$ cat config.mk
export PLATFORM = sky130hd
export DESIGN_NAME = fft_twiddle_sequencer
export DESIGN_NICKNAME = d
export VERILOG_FILES = /design/src/rtl/fft_twiddle_sequencer.sv
export SDC_FILE = /design/constraint.sdc
export NUM_CORES = 1
export LEC_CHECK = 0
export ABC_AREA = 1
export BUFFER_PORTS_ARGS = -buffer_cell sky130_fd_sc_hd__clkbuf_2
export CORE_ASPECT_RATIO = 1.4
export CORE_MARGIN = 2
export CORE_UTILIZATION = 57
export CTS_BUF_LIST = sky130_fd_sc_hd__clkbuf_2 sky130_fd_sc_hd__clkbuf_4 sky130_fd_sc_hd__clkbuf_8
export DETAILED_ROUTE_END_ITERATION = 6
export PLACE_DENSITY = 0.91
export SLEW_MARGIN = 20
export SYNTH_ARGS = -nofsm -noshare
export SYNTH_HDL_FRONTEND = slang
export SYNTH_SLANG_ARGS = --single-unit
$ cat constraint.sdc
create_clock -name clk -period 2.7 [get_ports clk]
set_input_delay 0.135 -clock clk [delete_from_list [all_inputs] [get_ports clk]]
set_output_delay 0.135 -clock clk [all_outputs]
set_load 0.02 [all_outputs]
$ cat src/rtl/fft_twiddle_sequencer.sv
// rtl/fft_twiddle_sequencer.sv - radix-2 DIT FFT stage/butterfly sequencer with twiddle ROM addressing
module fft_twiddle_sequencer #(
  parameter int LOG_N        = 4,
  parameter int FLUSH_CYCLES = 4,
  parameter int STAGE_W      = 2
) (
  input  logic               clk,
  input  logic               rst,
  input  logic               start,
  output logic               busy,
  output logic               done,
  output logic               bf_valid,
  input  logic               bf_ready,
  output logic [STAGE_W-1:0] bf_stage,
  output logic [LOG_N-1:0]   bf_idx_a,
  output logic [LOG_N-1:0]   bf_idx_b,
  output logic               bf_last,
  output logic [LOG_N-2:0]   tw_addr,
  output logic               tw_addr_nd
);

  localparam int KW = LOG_N - 1;
  localparam int FW = (FLUSH_CYCLES > 1) ? $clog2(FLUSH_CYCLES) : 1;
  localparam logic [KW-1:0]      K_LAST = {KW{1'b1}};
  localparam logic [STAGE_W-1:0] S_LAST = STAGE_W'(LOG_N - 1);
  localparam logic [FW-1:0]      F_LAST = FW'(FLUSH_CYCLES - 1);

  typedef enum logic [1:0] {IDLE, RUN, FLUSH, DONE} state_t;

  state_t             state, n_state;
  logic [STAGE_W-1:0] stage, n_stage;
  logic [KW-1:0]      k, n_k;
  logic [FW-1:0]      fcnt, n_fcnt;
  logic               fire;

  logic [LOG_N-1:0]   kx, half, pos, grp, n_idx_a, n_idx_b;
  logic [STAGE_W-1:0] tw_sh;
  logic [KW-1:0]      n_tw;

  assign fire       = bf_valid & bf_ready;
  assign tw_addr_nd = fire;

  always_comb begin
    n_state = state;
    n_stage = stage;
    n_k     = k;
    n_fcnt  = fcnt;
    case (state)
      IDLE: begin
        if (start) begin
          n_state = RUN;
          n_stage = '0;
          n_k     = '0;
          n_fcnt  = '0;
        end
      end
      RUN: begin
        if (fire) begin
          if (k == K_LAST) begin
            n_k = '0;
            if (stage == S_LAST) begin
              n_state = DONE;
            end else begin
              n_state = FLUSH;
              n_stage = stage + STAGE_W'(1);
              n_fcnt  = '0;
            end
          end else begin
            n_k = k + KW'(1);
          end
        end
      end
      FLUSH: begin
        if (fcnt == F_LAST) n_state = RUN;
        else                n_fcnt  = fcnt + FW'(1);
      end
      DONE: n_state = IDLE;
      default: n_state = IDLE;
    endcase
  end

  // Indices are derived from the next (stage, k) so the command registers line up with the state.
  always_comb begin
    kx      = {1'b0, n_k};
    half    = LOG_N'(1) << n_stage;
    pos     = kx & (half - LOG_N'(1));
    grp     = kx >> n_stage;
    n_idx_a = ((grp << n_stage) << 1) | pos;
    n_idx_b = n_idx_a + half;
    tw_sh   = S_LAST - n_stage;
    n_tw    = KW'(pos << tw_sh);
  end

  always_ff @(posedge clk) begin
    if (rst) begin
      state    <= IDLE;
      stage    <= '0;
      k        <= '0;
      fcnt     <= '0;
      busy     <= 1'b0;
      done     <= 1'b0;
      bf_valid <= 1'b0;
      bf_stage <= '0;
      bf_idx_a <= '0;
      bf_idx_b <= '0;
      bf_last  <= 1'b0;
      tw_addr  <= '0;
    end else begin
      state    <= n_state;
      stage    <= n_stage;
      k        <= n_k;
      fcnt     <= n_fcnt;
      busy     <= (n_state == RUN) || (n_state == FLUSH);
      done     <= (n_state == DONE);
      bf_valid <= (n_state == RUN);
      if (n_state == RUN) begin
        bf_stage <= n_stage;
        bf_idx_a <= n_idx_a;
        bf_idx_b <= n_idx_b;
        bf_last  <= (n_stage == S_LAST) && (n_k == K_LAST);
        tw_addr  <= n_tw;
      end else begin
        bf_stage <= '0;
        bf_idx_a <= '0;
        bf_idx_b <= '0;
        bf_last  <= 1'b0;
        tw_addr  <= '0;
      end
    end
  end

endmodule

==> impl_metrics.csv, run 1 <==
group,metric,value,unit
status,status,"finished clean",
cts,clkSlewWorstSetupHoldPaths,0.14,ns
cts,numClockSinks,26,
logic_synthesis,avgSynthCellArea,7.608,µm²
die,core.rowCount,19,
finish,diodes,0,
power_and_ir_drop,power.density,517.3,nW/µm²
logic_synthesis,synth_cell_types,25,
place,gp_congestion,0.9861,
finish,regArea,520.5,µm²
logic_synthesis,synth_area_leaders,"dfxtp_1, nand2_1, ha_1, inv_1, nor2_1",
cts,cts-htree-levels,1,
logic_synthesis,ys_seq_area_frac,0.4249,
finish,layout-drive-gt1-share,0.2162,
route,drt_iter0_markers,32,
cts,holdBufCountCts,0,
finish,final_common_cell,"nand2_1",
route,wl_met2,1266,µm
sta,fin_crit_sh,0.8649,
cts,cts_tree,"built",
cts,cts_buffers,3,
cts,postCtsSetupRepairBufs,0,
critical_path,cp_max_fo,7,
sta,post-route-min-period,2.335,ns
critical_path,endpoint_kind,"register",
critical_path,max_stage_delay,0.36,ns
power_and_ir_drop,vdd_drop_max,0.5206,mV
flow_run,cap_viol_max_count,0,
route,drt-total-wl,2470,µm
critical_path,ff2ff_path_depth,15,
cts,clock_latency,0.32,ns
critical_path,crit_arrival,2.56,ns
cts,root_buffer,"clkbuf_4",
critical_path,worstPathRequired,2.92,ns
grt,overflow,0,
route,wl_met3,121,µm
die,start_util,0.6134,
grt,grt_usage,0.2175,
cts,cts_resized,0,
sta,finalSetupTns,0,ns
logic_synthesis,synth_top_area_cell,"dfxtp_1",
cts,clk_path_buf_depth,2,
sta,finalMaxSlewViolations,0,
hold_path,hold_class,"input pin to register",
die,ioPinCount,22,
sta,setup_viol,0,
logic_synthesis,ys_warn_count,0,
route,drt_pass1_iterations,4,
grt,antenna_found_initial,0,
logic_synthesis,synth_nets,174,
power_and_ir_drop,leakagePower,0.7600,nW
finish,fin_nets,199,
route,drc,0,
route,wl_per_cell,11.99,µm
logic_synthesis,synth-seq-cells,26,
route,wl_met1,1020,µm
route,routed_via_density,5.136,
logic_synthesis,syn_inst,161,
critical_path,crit_chain,"ha_1 > ha_1 > nand3_1 > nor2_1 > nand2_1 > nand2_4 > nand2_1 > inv_1 > a21oi_2 > inv_1 > ha_1 > a21oi_1 > inv_1 > nand3_1 > a21oi_2",
place,hpwl,1859,µm
critical_path,crit_slowest_cell,"dfxtp_1",
sta,clock.fmax,0.4282,GHz
sta,skew,0.003374,ns
finish,n_fill_cell,156,
critical_path,startpoint_type,"register",
critical_path,path_class,"register to register",
die,dieArea,2541,µm²
logic_synthesis,yosysTopAreaCellShare,0.4249,
finish,final_cells,206,
finish,synthToLayoutAreaGrowth,14.61,%
grt,grt_first_pass_wirelength,4222,µm
place,port_buffers,21,
finish,multiInputGateArea,601.8,µm²
route,ant_nets,0,
logic_synthesis,synth_area,1225,µm²
hold_path,whs_path_depth,2,
grt,grt_start_max_net_pins,16,
place,dp.cells,202,
die,dieWidth,43.18,µm
sta,rsz0062_at_grt,"false",
die,coreArea,1997,µm²
route,via_count,1058,
grt,grt_pass1_vias,1033,
finish,final_cell_mix,"nand2_1, dfxtp_1, inv_1",
sta,hold_violations,0,
route,top_layer_used,"met4",
die,die-height,58.85,µm
==> registers in the layout, summed over array words and instances (netlist names) <==
name      flops
bf_idx_a      4
bf_idx_b      4
bf_last       1
bf_stage      2
bf_valid      1
busy          1
done          1
fcnt          2
k             3
stage         2
state         2
tw_addr       3
==> worst max-delay path: cells and delay by family, from the launching register on <==
kind / cells / cell delay, ns
adders and majority gates: 3 / 0.65
DFF: 1 / 0.36
buffers and inverters: 3 / 0.23
AOI/OAI and AO/OA: 3 / 0.44
and+or+nand+nor: 6 / 0.56
==> report_power, final <==
part	internal (mW)	switching [mW]
logic	0.0198	0.0444
registers	0.392	0.00504
clock network	0.150	0.115
==> through the flow <==
step | setup slack, ns | power (mW) | area [µm²] | util | hold WS, ns
after floorplan | 0.6388 | 0.4503 | 1225 | - | 0.3806
after global placement | 0.5507 | 0.4666 | 1351 | 0.6767 | 0.4273
after detailed placement | 0.4043 | 0.4683 | 1351 | 0.6767 | 0.4332
after CTS | 0.3641 | 0.7242 | 1404 | 0.7030 | 0.09765
after global routing | 0.1638 | 0.7566 | 1404 | 0.7030 | 0.08810
final | 0.3649 | 0.7262 | 1404 | 0.7030 | 0.09348
==> worst paths after layout <==
check / slack (ns) / endpoint / startpoint
worst max-delay path: 0.36 / bf_idx_b[3] / k[0]
worst max register to register: 0.36 / bf_idx_b[3] / k[0]
worst min register to register: 0.48 / fcnt[1] / fcnt[1]
worst min-delay path: 0.09 / fcnt[1] / rst
==> cell type report <==
cell class | count | share of cell area
clock inverters | 1 | 0.02139
repair buffers | 21 | 0.07487
inverters | 26 | 0.06952
flip-flops and latches | 26 | 0.3708
well taps | 21 | 0.01872
clock buffers | 3 | 0.01604
multi-input cells | 108 | 0.4287
==> synthesized netlist by cell type <==
library cell	n
o21ai_0	2
a21oi_2	2
inv_1	22
nor3_1	1
xor2_1	1
nor2_2	2
buf_2	1
o211ai_1	1
nand2_2	2
a31oi_1	1
fa_1	1
nand2_1	37
nor2_1	18
and2_1	1
nor2_4	1
nand4_1	2
inv_2	4
conb_1	1
o21a_1	1
ha_1	8
dfxtp_1	26
a21oi_1	10
nand3_2	1
nand3_1	12
nand2_4	3
==> cell families after synthesis <==
| group | share of synthesized area |
|---|---|
| fa+ha+maj | 0.09806 |
| xor+xnor | 0.007151 |
| other cells | 0.003061 |
| compound gates | 0.08071 |
| flops | 0.4249 |
| buf+inv | 0.08375 |
| simple gates | 0.3023 |
==> per-layer routing <==
layer / vias to the layer above / GRT usage
li1: 546 / -
met4: 0 / 0.1342
met5: - / 0
met3: 7 / 0.02761
met1: 471 / 0.2718
met2: 34 / 0.3518
Power figures use the tool's default switching activity.
==> inputs of run 2 (changes only) <==
CORE_UTILIZATION = 53   (was 57)
CTS_BUF_LIST = sky130_fd_sc_hd__clkbuf_16   (was sky130_fd_sc_hd__clkbuf_2 sky130_fd_sc_hd__clkbuf_4 sky130_fd_sc_hd__clkbuf_8)
PLACE_DENSITY = 0.86   (was 0.91)
SLEW_MARGIN = 5   (was 20)
==> impl_metrics.csv, run 2 (same netlist as run 1, synthesis figures left out) <==
group,metric,value,unit
critical_path,path_class,"register to register",
critical_path,cp_max_fo,7,
critical_path,worstPathRequired,2.84,ns
finish,fin_nets,199,
cts,cts_buffers,3,
sta,skew,0.001300,ns
grt,grt_pass1_vias,1068,
sta,fin_crit_sh,0.8516,
sta,hold_violations,0,
finish,post-route-util,0.6695,
cts,holdBufCountCts,0,
critical_path,startpoint_type,"register",
place,port_buffers,21,
power_and_ir_drop,comb_power_share,0.073,
sta,relSlewSlack,0.6561,
finish,final_area,1458,µm²
die,ioPinCount,22,
place,hpwl,1923,µm
hold_path,hp-start,"rst",
power_and_ir_drop,leakagePower,0.7831,nW
route,routed_via_density,5.275,
power_and_ir_drop,switching_share,0.2033,
finish,diodes,0,
die,coreArea,2177,µm²
hold_path,hold_class,"input pin to register",
place,dp.cells,203,
cts,root_buffer,"clkbuf_16",
sta,setup_viol,0,
sta,worst_slew_pin_slew,0.5105,ns
power_and_ir_drop,power.density,608.1,nW/µm²
finish,final_cells,207,
finish,regArea,520.5,µm²
cts,numClockSinks,26,
cts,cts-htree-levels,1,
cts,clkSlewWorstSetupHoldPaths,0.06,ns
cts,clk_path_buf_depth,2,
finish,multiInputGateArea,601.8,µm²
critical_path,r2r-start,"k[0]",
cts,cts_tree,"built",
power_and_ir_drop,power.switching,0.1802,mW
sta,clock.fmax,0.4349,GHz
finish,final_cell_mix,"nand2_1, dfxtp_1, inv_1",
route,drt_pass1_iterations,4,
finish,final_common_cell,"nand2_1",
place,placed_area,1353,µm²
power_and_ir_drop,vdd_drop_max,0.5865,mV
route,drc,0,
die,core.rowCount,20,
power_and_ir_drop,p_int,0.7062,mW
critical_path,crit_start,"k[0]",
flow_run,cap_viol_max_count,0,
cts,cts_resized,0,
status,status,"finished clean",
grt,grt_first_pass_wirelength,4402,µm
finish,synthToLayoutAreaGrowth,19.00,%
power_and_ir_drop,p_clk_frac,0.479,
grt,grt_start_max_net_pins,16,
finish,reg_top3,"bf_idx_a x4, bf_idx_b x4",
route,drt_iter0_markers,29,
route,drt-total-wl,2644,µm
route,wl_per_cell,12.77,µm
grt,overflow,0,
sta,rsz0062_at_grt,"false",
critical_path,crit_arrival,2.44,ns
finish,n_fill_cell,162,
route,ant_nets,0,
sta,finalMaxSlewViolations,0,
critical_path,endpoint_kind,"register",
die,dieWidth,44.63,µm
grt,grt_usage,0.2195,
sta,post-route-min-period,2.299,ns
route,via_count,1092,
finish,layout-drive-gt1-share,0.2162,
power_and_ir_drop,power.share.sequential,0.447,
grt,antenna_found_initial,0,
die,die-height,60.88,µm
cts,clock_latency,0.26,ns
place,gp_congestion,0.9626,
die,dieArea,2717,µm²
cts,postCtsSetupRepairBufs,0,
die,start_util,0.5626,
sta,finalSetupTns,0,ns
-- run 2: cell types whose count changed in the layout (fill, tap and decap cells not counted) --
cell | before | now
clkbuf_4 | 3 | 0
clkbuf_16 | 0 | 3
-- run 2: routing by layer --
layer,track usage,part of all wire,vias up
li1,-,-,550
met4,0.09091,0.021,0
met3,0.02083,0.034,7
met2,0.4265,0.56,20
met1,0.2330,0.38,515
met5,0,0,-
-- run 2: final timing paths --
path                 end  slack (ns)  cells past startpoint
max          bf_idx_b[3]        0.40                     14
min                 k[1]        0.17                      2
max reg2reg  bf_idx_b[3]        0.40                     14
min reg2reg      fcnt[1]        0.47                      2
-- run 2: metrics by stage --
stage / hold slack (ns) / total power, mW / setup slack, ns
floorplan: 0.3806 / 0.4503 / 0.6388
global placement: 0.4317 / 0.4673 / 0.5269
detailed placement: 0.4382 / 0.4693 / 0.4365
CTS: 0.1742 / 0.8853 / 0.3920
global route: 0.1780 / 0.9108 / 0.1668
finish: 0.1668 / 0.8864 / 0.4006
-- run 2: cell type report --
class / count / area share
multi-input cells: 108 / 0.4129
well taps: 22 / 0.01888
flip-flops and latches: 26 / 0.3571
repair buffers: 21 / 0.07210
inverters: 26 / 0.06695
clock inverters: 1 / 0.02060
clock buffers: 3 / 0.05150
-- run 2: critical path, cell delays in order (launching register included) --
cell     delay [ns]
dfxtp_1        0.37
ha_1           0.19
ha_1           0.21
nand3_1        0.10
nor2_1         0.09
nand2_1        0.09
nand2_4        0.14
inv_2          0.08
nand2_1        0.09
nand2_1        0.07
ha_1           0.33
a21oi_1        0.19
inv_1          0.06
nand3_1        0.09
a21oi_2        0.06
-- run 2: power groups by stage --
stage               Combinational (mW)  Sequential (mW)  Clock, mW
CTS                             0.0652            0.396      0.424
global route                    0.0734            0.397      0.440
detailed placement              0.0643            0.405          0
finish                          0.0651            0.397      0.425
global placement                0.0627            0.405          0
floorplan                       0.0386            0.412          0
